File: src/rtl/alu_result_stage.sv
// alu_result_stage
//   Registered output stage behind the ALU bitwise/adder units. Selects the
//   unit result for the opcode, computes status flags, and presents result +
//   flags on a valid/ready interface through a two-entry skid buffer (OUT and
//   SKID) so that in_ready is a plain flop. Also keeps a saturating count of
//   accepted transactions.
//
// Ports
//   clk, rst_n            clock, asynchronous active-low reset
//   in_valid / in_ready   upstream handshake (in_ready registered)
//   op                    000 AND, 001 OR, 010 XOR, 011 NOR, 100 ADD, else illegal
//   and_in .. add_in      unit results, WIDTH bits each
//   add_cout              adder carry-out
//   out_valid / out_ready downstream handshake
//   result                selected result (registered)
//   flag_z/n/c/p/err      zero, negative, carry, odd parity, illegal opcode
//   op_count              saturating count of accepted transactions
module alu_result_stage #(
  parameter int WIDTH = 32,
  parameter int CNT_W = 16
) (
  input  logic             clk,
  input  logic             rst_n,
  input  logic             in_valid,
  output logic             in_ready,
  input  logic [2:0]       op,
  input  logic [WIDTH-1:0] and_in,
  input  logic [WIDTH-1:0] or_in,
  input  logic [WIDTH-1:0] xor_in,
  input  logic [WIDTH-1:0] add_in,
  input  logic             add_cout,
  output logic             out_valid,
  input  logic             out_ready,
  output logic [WIDTH-1:0] result,
  output logic             flag_z,
  output logic             flag_n,
  output logic             flag_c,
  output logic             flag_p,
  output logic             flag_err,
  output logic [CNT_W-1:0] op_count
);

  typedef enum logic [2:0] {
    OP_AND = 3'b000,
    OP_OR  = 3'b001,
    OP_XOR = 3'b010,
    OP_NOR = 3'b011,
    OP_ADD = 3'b100
  } op_e;

  // EMPTY: nothing held; ONE: OUT full; TWO: OUT and SKID full.
  typedef enum logic [1:0] {
    EMPTY = 2'd0,
    ONE   = 2'd1,
    TWO   = 2'd2
  } state_e;

  // Result and flags travel together so they can never skew by a cycle.
  typedef struct packed {
    logic [WIDTH-1:0] res;
    logic             z;
    logic             n;
    logic             c;
    logic             p;
    logic             err;
  } entry_t;

  state_e           state;
  entry_t           out_entry;
  entry_t           skid_entry;
  entry_t           new_entry;
  logic [WIDTH-1:0] sel_result;
  logic             sel_err;
  logic             ready_q;
  logic             valid_q;
  logic [CNT_W-1:0] cnt_q;
  logic             accept;

  assign accept = in_valid && ready_q;

  // Result selection and flag generation for the incoming transaction.
  // NOTE: every always_comb output gets a default before the case so no
  // opcode path can leave it unassigned and infer a latch.
  always_comb begin
    sel_result = '0;
    sel_err    = 1'b0;
    case (op)
      OP_AND:  sel_result = and_in;
      OP_OR:   sel_result = or_in;
      OP_XOR:  sel_result = xor_in;
      OP_NOR:  sel_result = ~or_in;
      OP_ADD:  sel_result = add_in;
      default: sel_err    = 1'b1;
    endcase
  end

  always_comb begin
    new_entry.res = sel_result;
    new_entry.z   = ~|sel_result;
    new_entry.n   = sel_result[WIDTH-1];
    // Illegal opcodes never select ADD, so carry is zero for them too.
    new_entry.c   = (op == OP_ADD) && add_cout;
    new_entry.p   = ^sel_result;
    new_entry.err = sel_err;
  end

  // Skid-buffer control, data registers and operation counter.
  // NOTE: all state here uses non-blocking assignments so every register
  // samples pre-edge values and ordering inside the block does not matter.
  always_ff @(posedge clk or negedge rst_n) begin
    if (!rst_n) begin
      state      <= EMPTY;
      ready_q    <= 1'b1;
      valid_q    <= 1'b0;
      out_entry  <= '0;
      // NOTE: SKID is only two words, so it is reset along with OUT; this
      // keeps a flushed stage free of stale data rather than relying on the
      // state machine to hide it.
      skid_entry <= '0;
      cnt_q      <= '0;
    end else begin
      case (state)
        EMPTY: begin
          if (accept) begin
            out_entry <= new_entry;
            valid_q   <= 1'b1;
            state     <= ONE;
          end
        end
        ONE: begin
          if (out_ready && accept) begin
            out_entry <= new_entry;
          end else if (out_ready) begin
            valid_q <= 1'b0;
            state   <= EMPTY;
          end else if (accept) begin
            // Downstream stalled: park the newcomer and close the input.
            skid_entry <= new_entry;
            ready_q    <= 1'b0;
            state      <= TWO;
          end
        end
        TWO: begin
          if (out_ready) begin
            out_entry <= skid_entry;
            ready_q   <= 1'b1;
            state     <= ONE;
          end
        end
        default: begin
          state   <= EMPTY;
          ready_q <= 1'b1;
          valid_q <= 1'b0;
        end
      endcase

      if (accept && (cnt_q != {CNT_W{1'b1}})) begin
        cnt_q <= cnt_q + 1'b1;
      end
    end
  end

  assign in_ready  = ready_q;
  assign out_valid = valid_q;
  assign result    = out_entry.res;
  assign flag_z    = out_entry.z;
  assign flag_n    = out_entry.n;
  assign flag_c    = out_entry.c;
  assign flag_p    = out_entry.p;
  assign flag_err  = out_entry.err;
  assign op_count  = cnt_q;

endmodule

File: config.mk
export PLATFORM = sky130hd
export DESIGN_NAME = alu_result_stage
export DESIGN_NICKNAME = d
export VERILOG_FILES = /design/src/rtl/alu_result_stage.sv
export SDC_FILE = /design/constraint.sdc
export NUM_CORES = 1
export LEC_CHECK = 0
export BUFFER_PORTS_ARGS = -buffer_cell sky130_fd_sc_hd__buf_2
export CAP_MARGIN = 5
export CORE_ASPECT_RATIO = 0.5
export CORE_MARGIN = 2
export CORE_UTILIZATION = 45
export DETAILED_ROUTE_END_ITERATION = 10
export GPL_TIMING_DRIVEN = 0
export PLACE_DENSITY_LB_ADDON = 0.12
export SLEW_MARGIN = 20
export SYNTH_ARGS = -nofsm -noshare
export SYNTH_HDL_FRONTEND = slang
export SYNTH_SLANG_ARGS = --single-unit
File: constraint.sdc
create_clock -name clk -period 4.2 [get_ports clk]
set_input_delay 0.21 -clock clk [delete_from_list [all_inputs] [get_ports clk]]
set_output_delay 0.21 -clock clk [all_outputs]
set_load 0.005 [all_outputs]
==> results.toml <==
[run_status]
status = "complete, no violations"

[detailed_routing]
post_drt_wl_per_cell_um = 16.3
avgViaCountPerCell = 5.38
ant_nets = 0
wl_um = 15700
drt-initial-drc-count = 246
first_pass_iters = 4
drc = 0
vias = 5188

[placement]
gp_congestion = 0.831
dp_cells = 948
hpwl_um = 12500
port_buffers = 188
dp_slack_ns = 1.34

[sta]
final_hold_viol_count = 0
setup_slack_ns = 1.66
finalSetupViolCount = 0
min_period_over_period_pct = 60.6
finalClockSkew_ns = 0.00622
slew_viol_final = 0
max_freq_ghz = 0.393
setup_tns_ns = 0
rsz0062_at_grt = "no"
relSlewSlack_pct = 50.9
finalCriticalPeriod_ns = 2.54
tightest_slew_ns = 0.730

[final_layout]
drive_gt1_share_pct = 33.8
final_cell_mix = "199 x buf_2, 91 x dfrtp_1, 82 x nand2_1"
final_cells = 965
nets = 943
layout_commonest_cell = "buf_2"
antenna_cells = 0
area_growth_pct = 25.3
fill_cells = 1170
seq_area_um2 = 2300
multi_input_area_um2 = 3240

[grt]
track_usage_pct = 22.8
grt_max_degree = 70
grt_pass1_wl_um = 25600
grt_antenna_before_repair = 0
grt_overflow = 0
grt_pass1_vias = 5145

[synth]
avgSynthCellArea_um2 = 10.0
synthCells = 589
ys_types = 44
synth_fp_nets = 742
async_flop_share_pct = 100
synth_edf_count = 0
ys_ff_latch = 92
ys_seq_area_share_pct = 38.9
syn-cell-area_um2 = 5910
synth_ff_type = "dfrtp_1"
ys_warn_count = 0

[pwr]
power_mw = 2.91
power_frac_comb_pct = 30.7
p_leak_nw = 3.53
swShare_pct = 29.6
cellPowerDensity_nw_per_um2 = 393
irDropWorstVdd_uv = 255
power_switching_mw = 0.863
p_int_mw = 2.05
power.clock.fraction_pct = 28.2
p_seq_share_pct = 41.1

[worst_setup_path]
required_ns = 4.41
cp_max_fo = 10
cp_data_arrival_time_ns = 2.75
cp-start-kind = "input pin"
endpoint_kind = "flip-flop"
path_class = "in2reg"

[die]
dieArea_um2 = 14100
die_w_um = 166
core_area_um2 = 12700
ios = 191
fp.dieH_um = 85.1
rows = 29
start_util_pct = 46.4

[clock_tree]
cts_buffers = 9
tritoncts = "built"
insertion_delay_ns = 0.34
clk_path_buf_depth = 2
cts_resized = 0
cts-root-buf = "clkbuf_16"
clock_sinks = 92
h-tree-depth = 3
clkTransAtPathRegs_ns = 0.06

[worst_hold_path]
hold_class = "in2reg"

[run]
drv_cap = 0
==> cell families (layout without fill, tap and decap cells) <==
| group | count (synthesis) | count (layout) | share of synthesized area (%) |
|---|---|---|---|
| buffers and inverters | 73 | 279 | 6.28 |
| DFF | 92 | 92 | 38.9 |
| adders and majority gates | 17 | 17 | 3.60 |
| and+or+nand+nor | 163 | 163 | 12.6 |
| AOI/OAI and AO/OA | 152 | 152 | 23.6 |
| muxes | 62 | 62 | 10.5 |
| xor gates and xnor gates | 30 | 30 | 4.44 |
==> cell usage after synthesis, types with 13 or more instances <==
| master | n | area (um2) |
|---|---|---|
| clkbuf_1 | 14 | 52.6 |
| dfrtp_1 | 91 | 2280 |
| o21a_1 | 32 | 240 |
| o211ai_1 | 27 | 203 |
| xnor2_1 | 24 | 210 |
| mux2i_1 | 60 | 601 |
| ha_1 | 17 | 213 |
| nor2_1 | 37 | 139 |
| o21ai_0 | 38 | 190 |
| inv_1 | 32 | 120 |
| nand2_1 | 82 | 308 |
| a221oi_4 | 13 | 342 |
==> state kept, by name, summed over array words and instances, names as in the netlist <==
register / cells
skid_entry: 36
in_ready: 1
state: 2
flag_z: 1
result: 31
flag_p: 1
op_count: 16
flag_n: 1
flag_c: 1
out_valid: 1
flag_err: 1
==> through the flow <==
stage | instance area, um2 | util, % | hold slack, ns
after CTS | 7410 | 58.2 | 0.134
after global placement | 7070 | 55.5 | 0.458
final | 7410 | 58.2 | 0.140
after floorplan | 5910 | - | -0.0856
after global routing | 7410 | 58.2 | 0.161
after detailed placement | 7100 | 55.8 | 0.0808
==> per-layer routing <==
metal | GRT usage [%] | part of all wire [%] | vias to the layer above
met5 | 0 | 0 | -
met4 | 5.14 | 1.0 | 0
met3 | 4.48 | 5.5 | 11
met1 | 32.5 | 49 | 2510
met2 | 36.3 | 45 | 152
li1 | - | - | 2515
==> worst paths after layout <==
check	from	cells past startpoint	to	slack, ns
worst max-delay path	op[1]	11	skid_entry[1]$_DFFE_PN0P_	1.66
max in group asynchronous	rst_n	3	in_ready$_DFFE_PN1P_	3.26
worst max register to register	in_ready$_DFFE_PN1P_	5	result[18]$_DFFE_PN0P_	2.13
worst min register to register	skid_entry[2]$_DFFE_PN0P_	2	skid_entry[2]$_DFFE_PN0P_	0.48
min in group asynchronous	rst_n	2	skid_entry[11]$_DFFE_PN0P_	0.30
worst min-delay path	add_cout	3	skid_entry[2]$_DFFE_PN0P_	0.14
==> critical path, cell delays in order <==
cell,delay [ns]
buf_6,0.12
or2_1,0.15
clkbuf_1,0.47
nor2_1,0.17
a221oi_4,0.29
ha_1,0.30
xnor2_1,0.27
xnor2_1,0.18
xnor2_1,0.10
xnor2_1,0.34
o21ai_0,0.15
==> layout make-up <==
type	instances	share of cell area, %
plain buffers	41	3.39
clock inverters	2	0.473
multi-input cells	424	43.7
inverters	32	1.62
flip-flops and latches	92	31.1
clock buffers	14	3.56
well taps	170	2.87
repair buffers	190	13.3
==> power by group through the flow <==
| stage | sequential [mW] | combinational, mW | clock [mW] |
|---|---|---|---|
| after floorplan | 1.22 | 0.477 | 0 |
| after global placement | 1.21 | 0.878 | 0 |
| after detailed placement | 1.22 | 0.898 | 0 |
| after CTS | 1.20 | 0.903 | 0.833 |
| after global routing | 1.22 | 0.982 | 0.868 |
| final | 1.20 | 0.893 | 0.822 |
==> what timing repair did <==
item / 4_1_cts / 5_1_grt
setup buffers: 0 / 0
hold buffers: 1 / 0
hold endpoints to repair: 23 / 0
(Power assumes the default switching activity.)
